[src/rtl/sbqm_teller_scheduler.sv]
`default_nettype none
// ============================================================================
//  Module   : sbqm_teller_scheduler
//  Purpose  : Bank-queue controller. Detects arrivals on the entry photocell,
//             keeps the waiting count, grants the head customer to a free
//             teller round-robin, blocks the door when full and computes the
//             estimated wait time with a one-subtraction-per-cycle divider.
//  Revision : 1.0  initial release
// ============================================================================
module sbqm_teller_scheduler #(
    parameter int N_TELLERS = 3,
    parameter int CNT_W     = 3,
    parameter int SERVICE_T = 5,
    parameter int WT_W      = 6
) (
    input  logic                 clk,
    input  logic                 rst,
    input  logic                 cust_in,
    input  logic [N_TELLERS-1:0] teller_ready,
    input  logic [N_TELLERS-1:0] teller_online,
    output logic [N_TELLERS-1:0] teller_grant,
    output logic [CNT_W-1:0]     pcount,
    output logic                 empty,
    output logic                 full,
    output logic                 entry_block,
    output logic                 overflow,
    output logic [WT_W-1:0]      wtime,
    output logic                 wtime_valid
);

    localparam int c_PTR_W  = (N_TELLERS > 1) ? $clog2(N_TELLERS) : 1;
    localparam int c_DEN_W  = $clog2(N_TELLERS + 1);
    localparam int c_NUM_W  = CNT_W + $clog2(SERVICE_T + 1);
    localparam int c_DIV_W  = (c_NUM_W > c_DEN_W) ? c_NUM_W : c_DEN_W;
    localparam int c_WT_MAX = (2 ** WT_W) - 1;
    localparam logic [CNT_W-1:0] c_CNT_MAX = {CNT_W{1'b1}};

    localparam logic [1:0] c_ST_IDLE = 2'd0;
    localparam logic [1:0] c_ST_LOAD = 2'd1;
    localparam logic [1:0] c_ST_DIV  = 2'd2;

    // ------------------------------------------------------------------
    // Queue / arbitration state
    // ------------------------------------------------------------------
    logic                 r_cust_q;
    logic [CNT_W-1:0]     r_pcount;
    logic                 r_empty;
    logic                 r_full;
    logic                 r_overflow;
    logic [N_TELLERS-1:0] r_grant;
    logic [c_PTR_W-1:0]   r_rr_ptr;

    logic                 w_arrival;
    logic                 w_acc;
    logic                 w_gnt;
    logic                 w_found;
    logic [N_TELLERS-1:0] w_eligible;
    logic [N_TELLERS-1:0] w_pick;
    logic [c_PTR_W-1:0]   w_idx;
    logic [c_PTR_W-1:0]   w_next_ptr;
    logic [CNT_W-1:0]     w_pcount_nxt;

    assign w_arrival = cust_in & ~r_cust_q;
    assign w_acc     = w_arrival & ~r_full;

    // Round-robin search for the first eligible teller starting at the pointer.
    // The teller granted last cycle is masked so one ready level is not served twice.
    always_comb begin
        w_eligible = teller_ready & ~r_grant;
        w_pick     = '0;
        w_found    = 1'b0;
        w_next_ptr = r_rr_ptr;
        w_idx      = '0;
        for (int k = 0; k < N_TELLERS; k++) begin
            w_idx = c_PTR_W'((int'(r_rr_ptr) + k) % N_TELLERS);
            if (!w_found && w_eligible[w_idx]) begin
                w_found      = 1'b1;
                w_pick[w_idx] = 1'b1;
                w_next_ptr   = c_PTR_W'((int'(w_idx) + 1) % N_TELLERS);
            end
        end
    end

    // Grants only leave a non-empty queue, so the count never underflows.
    assign w_gnt        = (r_pcount != '0) && w_found;
    assign w_pcount_nxt = r_pcount + CNT_W'(w_acc) - CNT_W'(w_gnt);

    // Queue count, flags, grant pulse and arbitration pointer.
    always_ff @(posedge clk) begin
        if (rst) begin
            r_cust_q   <= 1'b1;
            r_pcount   <= '0;
            r_empty    <= 1'b1;
            r_full     <= 1'b0;
            r_overflow <= 1'b0;
            r_grant    <= '0;
            r_rr_ptr   <= '0;
        end else begin
            r_cust_q   <= cust_in;
            r_pcount   <= w_pcount_nxt;
            r_empty    <= (w_pcount_nxt == '0);
            r_full     <= (w_pcount_nxt == c_CNT_MAX);
            r_overflow <= w_arrival & r_full;
            r_grant    <= w_gnt ? w_pick : '0;
            if (w_gnt) begin
                r_rr_ptr <= w_next_ptr;
            end
        end
    end

    // ------------------------------------------------------------------
    // Wait-time divider
    // ------------------------------------------------------------------
    logic [1:0]           r_state;
    logic [1:0]           w_state_nxt;
    logic [CNT_W-1:0]     r_pc_last;
    logic [N_TELLERS-1:0] r_on_last;
    logic [c_DIV_W-1:0]   r_rem;
    logic [c_DIV_W-1:0]   r_den;
    logic [c_DIV_W-1:0]   r_q;
    logic [WT_W-1:0]      r_wtime;

    logic                 w_change;
    logic [c_DEN_W-1:0]   w_den;
    logic [c_DIV_W-1:0]   w_num;
    logic [c_DIV_W-1:0]   w_q_inc;
    logic                 w_last_step;

    assign w_change    = (r_pcount != r_pc_last) || (teller_online != r_on_last);
    assign w_num       = c_DIV_W'(r_pc_last) * c_DIV_W'(SERVICE_T);
    assign w_q_inc     = r_q + c_DIV_W'(1);
    assign w_last_step = (r_rem <= r_den);

    // Number of staffed tellers, the divisor.
    always_comb begin
        w_den = '0;
        for (int k = 0; k < N_TELLERS; k++) begin
            w_den = w_den + c_DEN_W'(teller_online[k]);
        end
    end

    // Divider state register.
    always_ff @(posedge clk) begin
        if (rst) begin
            r_state <= c_ST_IDLE;
        end else begin
            r_state <= w_state_nxt;
        end
    end

    // Next state: any input change restarts at LOAD, last change wins.
    always_comb begin
        w_state_nxt = r_state;
        if (w_change) begin
            w_state_nxt = c_ST_LOAD;
        end else begin
            case (r_state)
                c_ST_LOAD: w_state_nxt = ((w_den == '0) || (w_num == '0)) ? c_ST_IDLE : c_ST_DIV;
                c_ST_DIV:  w_state_nxt = w_last_step ? c_ST_IDLE : c_ST_DIV;
                default:   w_state_nxt = c_ST_IDLE;
            endcase
        end
    end

    // Result is current only while the divider is idle.
    always_comb begin
        wtime_valid = (r_state == c_ST_IDLE);
    end

    // Divider datapath; wtime keeps its old value until a division completes.
    always_ff @(posedge clk) begin
        if (rst) begin
            r_pc_last <= '0;
            r_on_last <= '0;
            r_rem     <= '0;
            r_den     <= '0;
            r_q       <= '0;
            r_wtime   <= '0;
        end else if (w_change) begin
            r_pc_last <= r_pcount;
            r_on_last <= teller_online;
        end else begin
            case (r_state)
                c_ST_LOAD: begin
                    r_rem <= w_num;
                    r_den <= c_DIV_W'(w_den);
                    r_q   <= '0;
                    if (w_den == '0) begin
                        r_wtime <= {WT_W{1'b1}};
                    end else if (w_num == '0) begin
                        r_wtime <= '0;
                    end
                end
                c_ST_DIV: begin
                    if (w_last_step) begin
                        if (int'(w_q_inc) > c_WT_MAX) begin
                            r_wtime <= {WT_W{1'b1}};
                        end else begin
                            r_wtime <= WT_W'(w_q_inc);
                        end
                    end else begin
                        r_rem <= r_rem - r_den;
                        r_q   <= w_q_inc;
                    end
                end
                default: begin
                end
            endcase
        end
    end

    assign teller_grant = r_grant;
    assign pcount       = r_pcount;
    assign empty        = r_empty;
    assign full         = r_full;
    assign entry_block  = r_full;
    assign overflow     = r_overflow;
    assign wtime        = r_wtime;

endmodule
`default_nettype wire

[config.mk]
export PLATFORM = sky130hd
export DESIGN_NAME = sbqm_teller_scheduler
export DESIGN_NICKNAME = d
export VERILOG_FILES = /design/src/rtl/sbqm_teller_scheduler.sv
export SDC_FILE = /design/constraint.sdc
export NUM_CORES = 1
export LEC_CHECK = 0
export CAP_MARGIN = 25
export CORE_MARGIN = 4
export CORE_UTILIZATION = 45
export CTS_BUF_LIST = sky130_fd_sc_hd__clkbuf_4
export DETAILED_ROUTE_END_ITERATION = 7
export PLACE_DENSITY = 0.69
export SKIP_CTS_REPAIR_TIMING = 1
export SLEW_MARGIN = 10
export SYNTH_ARGS = -nofsm -noshare
export SYNTH_HDL_FRONTEND = slang
export SYNTH_SLANG_ARGS = --single-unit
[constraint.sdc]
create_clock -name clk -period 9.65 [get_ports clk]
set_clock_uncertainty 0.05 [all_clocks]
set_input_delay 0.965 -clock clk [delete_from_list [all_inputs] [get_ports clk]]
set_output_delay 0.965 -clock clk [all_outputs]
set_load 0.1 [all_outputs]
==> metrics.csv <==
metric;value;unit
first-pass GRT wire length;9700;µm
port bufs;25;
Routed Antenna Nets;0;
simple-gate share of the synthesized area;24.9;%
Post-Syn Nets;326;
Power Density;226;nW/µm²
nets;344;
number of synthesized flops with an enable pin;0;
largest net degree at the start of global routing;36;
Final Routed Wirelength;5670;µm
Filler Cell Count;515;
die height;84.3;µm
Synth cell types;60;
mapped cell area;2620;µm²
Final Hold Vio Count;0;
Startpoint Class;input pin;
GR Util All Layers;16.5;%
gr ovfl total;0;
Worst-Margin Slew;0.971;ns
setup TNS;0;ns
Initial Util;47.0;%
Core ar.;5570;µm²
IO Pins;26;
Clock transition at path regs;0.13;ns
slew margin rel.;35.1;%
Leak;1.12;nW
XOR/XNOR Fraction of Synth Area;3.59;%
CP Max Fanout;7;
Mapped Cells;297;
period utilization;37.7;%
post-route minimum period;3.63;ns
Worst R2R Start;r_rr_ptr[0];
Design Power;0.667;mW
Hold Path Origin;r_cust_q;
Synth Flop Type;dfxtp_1;
# H-tree levels;2;
sequential area share after synthesis;30.6;%
Worst EP required;9.87;ns
Cells on Worst Hold Path;1;
fmax;275;MHz
worst-skew pair later-pin latency;0.36;ns
largest family of logic cells by synthesized area;simple AND/OR/NAND/NOR gates;
CTS Root Cell;clkbuf_4;
Pre-Repair DR Iteration Count;5;
Site Rows;27;
synthesized area per cell;8.81;µm²
Sink Count;40;
Synth Register Bits;40;
run status;finished, final reports clean;
final setup margin;6.02;ns
FF-to-FF setup slack;6.14;ns
DRC;0;
Antenna Cells;0;
yosys warns;0;
RSZ-0062 raised after global routing;no;
DP Worst Slack;5.65;ns
commonest non-fill, non-tap cell in the layout;dfxtp_1;
Max Cap Viol;0;
peak supply drop;0.153;mV
Die X;84.3;µm
Synth Area in Compound Gates;16.4;%
reg2reg end;empty;
most frequent cells in the layout;dfxtp_1, clkdlybuf4s50_1, nand2_1, inv_1, ha_1;
Synth-to-Final Area Change;12.7;%
largest cells by area after synthesis;dfxtp_1, ha_1, mux2i_1, nor2b_1, nand2_1;
FFs w/ async S/R, synth;0;%
post-DR vias/cell;5.73;
vias post-DR;2224;
depth of the most critical reg-to-reg path;13;
die area;7100;µm²
layout cells sized above 1;8.86;%
hpwl dp;4070;µm
Max Slew Vio Count;0;
Placer Congestion;0.813;
CP endpoint kind;flop;
worst min-delay path class;reg -> reg;
Worst EP arrival;3.85;ns
initial antenna violation count;0;
CTS max path bufs;2;
WL/cell;14.6;µm
Synth Area in Adders;10.4;%
CTS tree;done;
multiplexer area fraction after synthesis;8.32;%
Crit Path Category;in -> reg;
vias in the first global route;2097;
end of the worst hold path;overflow;
Final setup viols;0;
Synth top area share;30.6;%
area leader, netlist;dfxtp_1;
Initial DRC Count;209;
CTS buffer count;5;
[worst max-delay path by stage]
stage          slack, ns  endpoint            start  cells past startpoint
2_1_floorplan       6.18     empty  teller_grant[2]                     11
3_3_place_gp        5.70     empty  teller_ready[2]                     12
3_5_place_dp        5.65     empty  teller_ready[2]                     12
4_1_cts             6.06     empty  teller_ready[2]                     12
5_1_grt             5.81     empty  teller_ready[1]                     12
6_report            6.02     empty  teller_ready[1]                     12
[synth_stat cells (4+ instances only)]
cell,instances
a21oi_1,7
a31oi_1,7
clkbuf_1,10
dfxtp_1,40
ha_1,17
inv_1,21
mux2i_1,15
nand2_1,24
nand2b_1,4
nand3_1,11
nand3b_1,5
nand4_1,4
nor2_1,14
nor2b_1,15
nor3_1,7
nor3b_1,7
nor4_1,6
o21ai_0,11
o311ai_0,4
o32ai_1,4
xnor2_1,5
[area by class of cell]
cell class | instances | area [µm²] | share of cell area [%]
Clock inverter | 3 | 18.8 | 0.636
Sequential cell | 40 | 801 | 27.1
Inverter | 21 | 78.8 | 2.67
Tap cell | 72 | 90.1 | 3.05
Timing Repair Buffer | 26 | 258 | 8.74
Clock buffer | 5 | 37.5 | 1.27
Multi-Input combinational cell | 221 | 1670 | 56.5
[cell families (layout without fill, tap and decap cells)]
group / Yosys count / after routing
DFF: 40 / 40
muxes: 20 / 20
and+or+nand+nor: 113 / 113
buffers and inverters: 36 / 55
AOI/OAI and AO/OA: 59 / 59
adders and majority gates: 20 / 20
xor gates and xnor gates: 9 / 9
[layer usage]
layer | part of all wire [%] | up-vias | GRT usage (%)
met5 | 0 | - | 0
met2 | 47 | 52 | 27.0
li1 | - | 1115 | -
met1 | 47 | 1050 | 21.0
met4 | 1.5 | 0 | 5.99
met3 | 5.0 | 7 | 3.93
[per-stage QoR]
stage               hold WS [ns]  instance area, µm²  util, %  instances
CTS                        0.382                2950     52.9        388
floorplan                  0.340                2620        -        297
finish                     0.374                2950     52.9        388
global placement           0.355                2890     51.9        380
detailed placement         0.364                2890     51.9        380
global route               0.402                2950     52.9        388
[where the power goes]
group | leakage [nW] | internal (mW) | switching [mW] | total, mW
Combinational | 0.773 | 0.127 | 0.244 | 0.371
Clock | 0.0249 | 0.0275 | 0.0591 | 0.0865
Sequential | 0.326 | 0.186 | 0.0239 | 0.210
Total | 1.12 | 0.340 | 0.327 | 0.667
[worst max-delay path, stage by stage]
cell             delay [ns]
clkdlybuf4s50_1        0.59
nor4bb_1               0.50
a221oi_2               0.14
a31oi_1                0.22
ha_1                   0.25
inv_1                  0.05
ha_1                   0.12
inv_1                  0.04
fa_1                   0.37
xor2_1                 0.16
xnor2_1                0.16
a31o_2                 0.26
[registers in the layout, summed over array words and instances (netlist names)]
register,cells
r_state,2
overflow,1
r_rr_ptr,2
r_rem,6
r_den,2
r_q,6
r_on_last,3
empty,1
pcount,3
r_cust_q,1
r_pc_last,3
entry_block,1
wtime,6
teller_grant,3
No activity file was read; power rests on OpenSTA's default activity.
